<file path="config.mk">
export PLATFORM = sky130hd
export DESIGN_NAME = nthband_predictor_pipelined
export DESIGN_NICKNAME = d
export VERILOG_FILES = /design/src/rtl/nthband_predictor_pkg.sv /design/src/rtl/nthband_pipe_stage.sv /design/src/rtl/nthband_predictor_pipelined.sv
export SDC_FILE = /design/constraint.sdc
export NUM_CORES = 1
export LEC_CHECK = 0
export CORE_MARGIN = 8
export CORE_UTILIZATION = 50
export DETAILED_ROUTE_END_ITERATION = 12
export GPL_ROUTABILITY_DRIVEN = 0
export PLACE_DENSITY = 0.71
export SLEW_MARGIN = 20
export SYNTH_ARGS = -nofsm -noshare
export SYNTH_HDL_FRONTEND = slang
export SYNTH_SLANG_ARGS = --single-unit
</file>
<file path="constraint.sdc">
create_clock -name clk -period 5.15 [get_ports clk]
set_input_delay 0.515 -clock clk [delete_from_list [all_inputs] [get_ports clk]]
set_output_delay 0.515 -clock clk [all_outputs]
set_load 0.02 [all_outputs]
</file>
<file path="src/rtl/nthband_predictor_pkg.sv">
// nthband_predictor_pkg: FSM state type and datapath width helpers
package nthband_predictor_pkg;
  typedef enum logic {LOAD, RUN} state_t;
  function automatic int diff_w(input int dw);
    return dw + 1;
  endfunction
  function automatic int prod_w(input int dw, input int aw);
    return dw + aw + 2;
  endfunction
  function automatic int out_w(input int dw);
    return dw + 1;
  endfunction
endpackage

</file>
<file path="src/rtl/nthband_pipe_stage.sv">
// nthband_pipe_stage: generic valid/ready pipeline register
module nthband_pipe_stage #(
  parameter int WIDTH = 8
) (
  input  logic             clk,
  input  logic             rst,
  input  logic             in_valid,
  output logic             in_ready,
  input  logic [WIDTH-1:0] in_data,
  output logic             out_valid,
  input  logic             out_ready,
  output logic [WIDTH-1:0] out_data
);
  assign in_ready = !out_valid || out_ready;
  // accept a new word whenever the register is empty or being drained
  always_ff @(posedge clk or negedge rst) begin
    if (!rst) begin
      out_valid <= 1'b0;
      out_data  <= '0;
    end else if (in_ready) begin
      out_valid <= in_valid;
      if (in_valid) out_data <= in_data;
    end
  end
endmodule

</file>
<file path="src/rtl/nthband_predictor_pipelined.sv">
// nthband_predictor_pipelined: per-block alpha-scaled band predictor, 3-stage pipeline; saturating output with NTHBAND_PREDICTOR_CLAMP_EN
module nthband_predictor_pipelined
  import nthband_predictor_pkg::*;
#(
  parameter int DATA_WIDTH         = 16,
  parameter int ALPHA_WIDTH        = 10,
  parameter int ALPHA_FRAC         = 9,
  parameter int MAX_BLOCK_SIZE_LOG = 8
) (
  input  logic                                   clk,
  input  logic                                   rst,
  input  logic [$clog2(MAX_BLOCK_SIZE_LOG+1)-1:0] cfg_block_size_log,
  input  logic                                   alpha_valid,
  output logic                                   alpha_ready,
  input  logic [ALPHA_WIDTH-1:0]                 alpha_data,
  input  logic                                   xmean_valid,
  output logic                                   xmean_ready,
  input  logic [DATA_WIDTH-1:0]                  xmean_data,
  input  logic                                   xhatmean_valid,
  output logic                                   xhatmean_ready,
  input  logic [DATA_WIDTH-1:0]                  xhatmean_data,
  input  logic                                   xhat_valid,
  output logic                                   xhat_ready,
  input  logic [DATA_WIDTH-1:0]                  xhat_data,
  output logic                                   prediction_valid,
  input  logic                                   prediction_ready,
  output logic [DATA_WIDTH:0]                    prediction_data,
  output logic                                   prediction_last
);
  localparam int DDW = diff_w(DATA_WIDTH);
  localparam int PW  = prod_w(DATA_WIDTH, ALPHA_WIDTH);
  localparam int OW  = out_w(DATA_WIDTH);
  localparam int BW  = $clog2(MAX_BLOCK_SIZE_LOG+1);
  localparam int CW  = (MAX_BLOCK_SIZE_LOG > 0) ? MAX_BLOCK_SIZE_LOG : 1;
  localparam int W1  = DDW + ALPHA_WIDTH + DATA_WIDTH + 1;
  localparam int W2  = PW + DATA_WIDTH + 1;
  localparam int W3  = OW + 1;
  localparam logic signed [PW-1:0] RND = PW'((2**ALPHA_FRAC) / 2);
  localparam logic [CW:0] ONE = 1;
  state_t                  state, state_nx;
  logic [CW-1:0]           cnt;
  logic [ALPHA_WIDTH-1:0]  alpha_r;
  logic [DATA_WIDTH-1:0]   xmean_r, xhatmean_r;
  logic [BW-1:0]           bsl_r;
  logic                    load_fire, xhat_fire, is_last, s1_in_ready;
  logic [CW:0]             cnt_max;
  logic signed [DDW-1:0]   s1_d, s1_q_d;
  logic [ALPHA_WIDTH-1:0]  s1_q_alpha;
  logic [DATA_WIDTH-1:0]   s1_q_xmean, s2_q_xmean;
  logic                    s1_q_last, s2_q_last;
  logic                    s1_valid, s2_valid, s2_in_ready, s3_in_ready;
  logic [W1-1:0]           s1_out;
  logic [W2-1:0]           s2_out;
  logic [W3-1:0]           s3_out;
  logic signed [PW-1:0]    s2_p, s2_q_p, sh;
  logic [OW-1:0]           res;
  assign load_fire      = rst && state == LOAD && alpha_valid && xmean_valid && xhatmean_valid;
  assign alpha_ready    = load_fire;
  assign xmean_ready    = load_fire;
  assign xhatmean_ready = load_fire;
  assign xhat_ready     = state == RUN && s1_in_ready;
  assign xhat_fire      = xhat_valid && xhat_ready;
  assign cnt_max        = (ONE << bsl_r) - ONE;
  assign is_last        = {1'b0, cnt} == cnt_max;
  // next state: LOAD leaves on the joint parameter transfer, RUN leaves after the tagged last sample
  always_comb begin
    state_nx = (state == LOAD) ? (load_fire ? RUN : LOAD) : ((xhat_fire && is_last) ? LOAD : RUN);
  end
  // state register
  always_ff @(posedge clk or negedge rst) begin
    if (!rst) state <= LOAD;
    else      state <= state_nx;
  end
  // per-block parameter latch and sample counter
  always_ff @(posedge clk or negedge rst) begin
    if (!rst) begin
      cnt        <= '0;
      alpha_r    <= '0;
      xmean_r    <= '0;
      xhatmean_r <= '0;
      bsl_r      <= '0;
    end else if (load_fire) begin
      cnt        <= '0;
      alpha_r    <= alpha_data;
      xmean_r    <= xmean_data;
      xhatmean_r <= xhatmean_data;
      bsl_r      <= cfg_block_size_log;
    end else if (xhat_fire) begin
      cnt <= cnt + CW'(1);
    end
  end
  assign s1_d = {1'b0, xhat_data} - {1'b0, xhatmean_r};
  nthband_pipe_stage #(.WIDTH(W1)) u_s1 (
    .clk(clk), .rst(rst),
    .in_valid(state == RUN && xhat_valid), .in_ready(s1_in_ready),
    .in_data({s1_d, alpha_r, xmean_r, is_last}),
    .out_valid(s1_valid), .out_ready(s2_in_ready), .out_data(s1_out)
  );
  assign {s1_q_d, s1_q_alpha, s1_q_xmean, s1_q_last} = s1_out;
  assign s2_p = PW'(s1_q_d) * PW'($signed({1'b0, s1_q_alpha}));
  nthband_pipe_stage #(.WIDTH(W2)) u_s2 (
    .clk(clk), .rst(rst),
    .in_valid(s1_valid), .in_ready(s2_in_ready),
    .in_data({s2_p, s1_q_xmean, s1_q_last}),
    .out_valid(s2_valid), .out_ready(s3_in_ready), .out_data(s2_out)
  );
  assign {s2_q_p, s2_q_xmean, s2_q_last} = s2_out;
  assign sh = (s2_q_p + RND) >>> ALPHA_FRAC;
`ifdef NTHBAND_PREDICTOR_CLAMP_EN
  localparam logic signed [PW:0] MAXV = (PW+1)'((64'd1 << DATA_WIDTH) - 64'd1);
  logic signed [PW:0] sum;
  assign sum = (PW+1)'(sh) + (PW+1)'({1'b0, s2_q_xmean});
  assign res = (sum < 0) ? '0 : ((sum > MAXV) ? {1'b0, {DATA_WIDTH{1'b1}}} : sum[OW-1:0]);
`else
  assign res = OW'(sh) + {1'b0, s2_q_xmean};
`endif
  nthband_pipe_stage #(.WIDTH(W3)) u_s3 (
    .clk(clk), .rst(rst),
    .in_valid(s2_valid), .in_ready(s3_in_ready),
    .in_data({res, s2_q_last}),
    .out_valid(prediction_valid), .out_ready(prediction_ready), .out_data(s3_out)
  );
  assign {prediction_data, prediction_last} = s3_out;
endmodule

</file>
==> summary.txt <==
run status - finished with violations
failing checks - negative setup slack
Worst-Skew Late Latency - 0.44 ns
Max Fclk - 189 MHz
Worst setup EP type - flip-flop
Reg-to-Reg Start - u_s1.out_data[23]
routed len/inst - 14.9 um
n_diodes - 0
number of flops mapped to enable cells by yosys - 0
Final #Nets - 1920
top area cells in the synthesized netlist - dfrtp_1 28%, fa_1 21%, ha_1 8.3%
site row count - 60
max-slew violations - 0
Critical Path RT - 5.46 ns
r2r endpoint - u_s2.out_data[40]
Via-to-Cell Ratio - 5.16
CP endpoint - u_s2.out_data[40]
post-synthesis register bit count - 155
Overflow after GRT - 0
Final HPWL DP - 22900 um
Max clock buf depth - 2
Initial DRT Pass Iterations - 7
Avg Inst Size Synth - 9.30 um2
routed wire length - 29400 um
# H-tree levels - 4
Mapped Cells - 1463
Core Region - 0.0269 mm2
Die Span Y - 181 um
layout cells sized above 1 - 17.9%
DRC viols - 0
antenna viol nets, final - 0
ys flop type - dfrtp_1
Initial Util - 50.7%
I/O pins - 92
Setup Skew - 0.0166 ns
Power Dens Cells - 478 mW/mm2
Final min period - 5.28 ns
initial antenna violation count - 0
Worst Reg-to-Reg Cells - 19
largest net degree at the start of global routing - 80
CTS buffer count - 17
worst min-delay path category - input port to asynchronous set/reset pin
dpl cells - 1915
Worst Setup SP - u_s1.out_data[23]
IO buf count - 91
Setup WS post-layout - -0.130 ns
total length of routed met3 wires - 1100 um
RSZ-0062 raised after global routing - yes
met2 wire length - 14500 um
register area share after synthesis - 28.5%
CP Max Fanout - 7
Rel. slew slack - 35.8%
total vias in the final route - 10157
Overall Global Routing Usage - 18.4%
Final Instance Area - 0.0165 mm2
r2r setup slk - -0.13 ns
final non-filler cell total - 1969
CTS tree - yes
Worst-Margin Slew - 0.961 ns
Die ar. - 0.0328 mm2
Layout Area Growth over Synthesis - 21.5%
first-pass GRT wire length - 50500 um
Startpoint Class - flip-flop
die width - 181 um
Worst Path Arrival - 5.59 ns
post-synth top area share - 28.5%
MaxCap Viol Count - 0
DP Area - 0.0154 mm2
area leader, netlist - dfrtp_1
WS Path Type - flip-flop to flip-flop
Syn Nets - 1768
final hold slack - 0.112 ns
number of distinct library cells after synthesis - 60
P_leak - 8.27 nW
clock tree root driver cell - clkbuf_16
Max rail drop VDD - 254 uV
vias in the first global route - 10614
clock sink count - 155
async set-or-reset flop fraction in the synthesized netlist - 100%
top sig layer - met4
Final Hold Violating Endpoints - 0
# setup viols final - 7
Clock Pin Slew Worst Setup and Hold Paths - 0.07 ns
Synth Cell Area - 0.0136 mm2
met1 WL - 13300 um
Initial DRC Count - 487
period utilization - 103%
Warnings, synthesis - 0
-- worst max-delay path, stage by stage, from the launching register on --
cell and delay (ns):
dfrtp_2 0.48, and2_4 0.17, fa_1 0.50, inv_1 0.05, fa_1 0.50, inv_2 0.05, fa_2 0.40, fa_1 0.50
inv_2 0.04, fa_2 0.56, inv_2 0.04, ha_4 0.23, and3_4 0.16, a221oi_4 0.24, and2b_2 0.22, a2111o_1 0.18
a21boi_2 0.08, o21a_2 0.20, or3_1 0.30, a41o_1 0.25
-- synthesized netlist by cell type (4+ instances only) --
master and count:
and3_1 12, a211oi_1 6, a21oi_1 33, clkbuf_1 60, a31oi_1 5, xnor2_1 38, a21boi_0 4, inv_1 212
o21ai_0 66, nand2_1 262, or2_2 5, buf_1 4, or3_1 7, nand2b_1 7, nand3_1 27, nor2b_1 5
nor3_1 16, and2_1 87, dfrtp_1 155, ha_1 90, nand4_1 9, xor2_1 35, o31ai_1 5, nor4_1 4
a21o_1 16, o21ai_1 15, nor2_1 32, mux2_2 50, fa_1 146
-- area by class of cell --
cell class | instances | area, um2
fill | 2255 | 10300
multi-input combinational | 1029 | 9020
sequential | 155 | 3900
timing repair buffer | 200 | 1800
inverter | 212 | 796
tap | 341 | 427
clock buffer | 17 | 425
clock inverter | 15 | 176
-- state kept, by name (all words and copies together) (netlist names) --
| signal | count |
|---|---|
| state | 1 |
| u_s3.out_data | 18 |
| u_s1.out_data | 44 |
| alpha_r | 10 |
| u_s3.out_valid | 1 |
| xmean_r | 16 |
| u_s2.out_valid | 1 |
| cnt | 8 |
| u_s1.out_valid | 1 |
| xhatmean_r | 16 |
| bsl_r | 4 |
| u_s2.out_data | 35 |
-- stage by stage --
stage          worst slack, ns  TNS (ns)  total power, W  util (%)
6_report                -0.130    -0.439         0.00790      61.6
3_3_place_gp           -0.0919    -0.131         0.00620      57.4
5_1_grt                 -0.295     -1.64         0.00864      61.6
4_1_cts                -0.0969    -0.157         0.00780      60.6
3_5_place_dp            -0.224     -1.06         0.00636      57.4
2_1_floorplan         0.000550         0         0.00493         -
-- how the worst min path moves through the flow --
stage / from / endpoint / slack (ns) / depth (start not counted)
3_5_place_dp: xmean_r[0] / u_s1.out_data[1] / 0.46 / 2
4_1_cts: rst / u_s3.out_data[3] / 0.12 / 1
2_1_floorplan: rst / alpha_r[0] / 0.22 / 0
6_report: rst / u_s3.out_data[3] / 0.11 / 1
5_1_grt: rst / u_s3.out_data[3] / 0.15 / 1
3_3_place_gp: xmean_r[5] / u_s1.out_data[6] / 0.45 / 2
-- repair_timing --
action	in CTS	in global routing
gates resized for setup	48	53
cloned	0	1
hold buffers	0	0
setup endpoints to repair	9	12
setup buffers	17	6
pin swaps	35	25
-- metal layers --
| metal | vias up | GRT usage (%) |
|---|---|---|
| li1 | 4944 | - |
| met1 | 4957 | 23.5 |
| met2 | 213 | 31.4 |
| met3 | 43 | 3.19 |
| met4 | 0 | 5.71 |
| met5 | - | 0 |
-- report_power, final --
group,total (W),switching [W],internal [W]
clock,0.00127,0.000611,0.000655
sequential,0.00205,0.000436,0.00162
combinational,0.00459,0.00242,0.00217
-- kinds of logic (layout without fill, tap and decap cells) --
| group | after synthesis | in the layout | share of synthesized area [%] |
|---|---|---|---|
| AND/OR/NAND/NOR | 484 | 484 | 16.6 |
| buffers and inverters | 279 | 444 | 7.76 |
| adder cells (fa/ha/maj) | 236 | 236 | 29.7 |
| AO/OA/AOI/OAI | 185 | 185 | 8.54 |
| flip-flops | 155 | 155 | 28.5 |
| XOR/XNOR | 73 | 73 | 4.70 |
| multiplexers | 51 | 51 | 4.21 |
-- cell usage in the layout (no fill, tap or decap), types with 9 or more instances in the layout --
| cell type | netlist | final |
|---|---|---|
| a21o_1 | 16 | 16 |
| a21oi_1 | 33 | 28 |
| and2_1 | 87 | 78 |
| and2_4 | 0 | 9 |
| and3_1 | 12 | 11 |
| buf_4 | 2 | 92 |
| buf_6 | 0 | 16 |
| clkbuf_16 | 0 | 17 |
| clkdlybuf4s50_1 | 0 | 90 |
| dfrtp_1 | 155 | 138 |
| dfrtp_2 | 0 | 17 |
| fa_1 | 146 | 139 |
| ha_1 | 90 | 80 |
| inv_1 | 212 | 202 |
| inv_2 | 0 | 10 |
| mux2_2 | 50 | 50 |
| nand2_1 | 262 | 253 |
| nand2_2 | 0 | 9 |
| nand3_1 | 27 | 27 |
| nand4_1 | 9 | 9 |
| nor2_1 | 32 | 29 |
| nor3_1 | 16 | 16 |
| o21ai_0 | 66 | 64 |
| o21ai_1 | 15 | 16 |
| xnor2_1 | 38 | 37 |
| xor2_1 | 35 | 35 |
No activity file was read; power rests on OpenSTA's default activity.
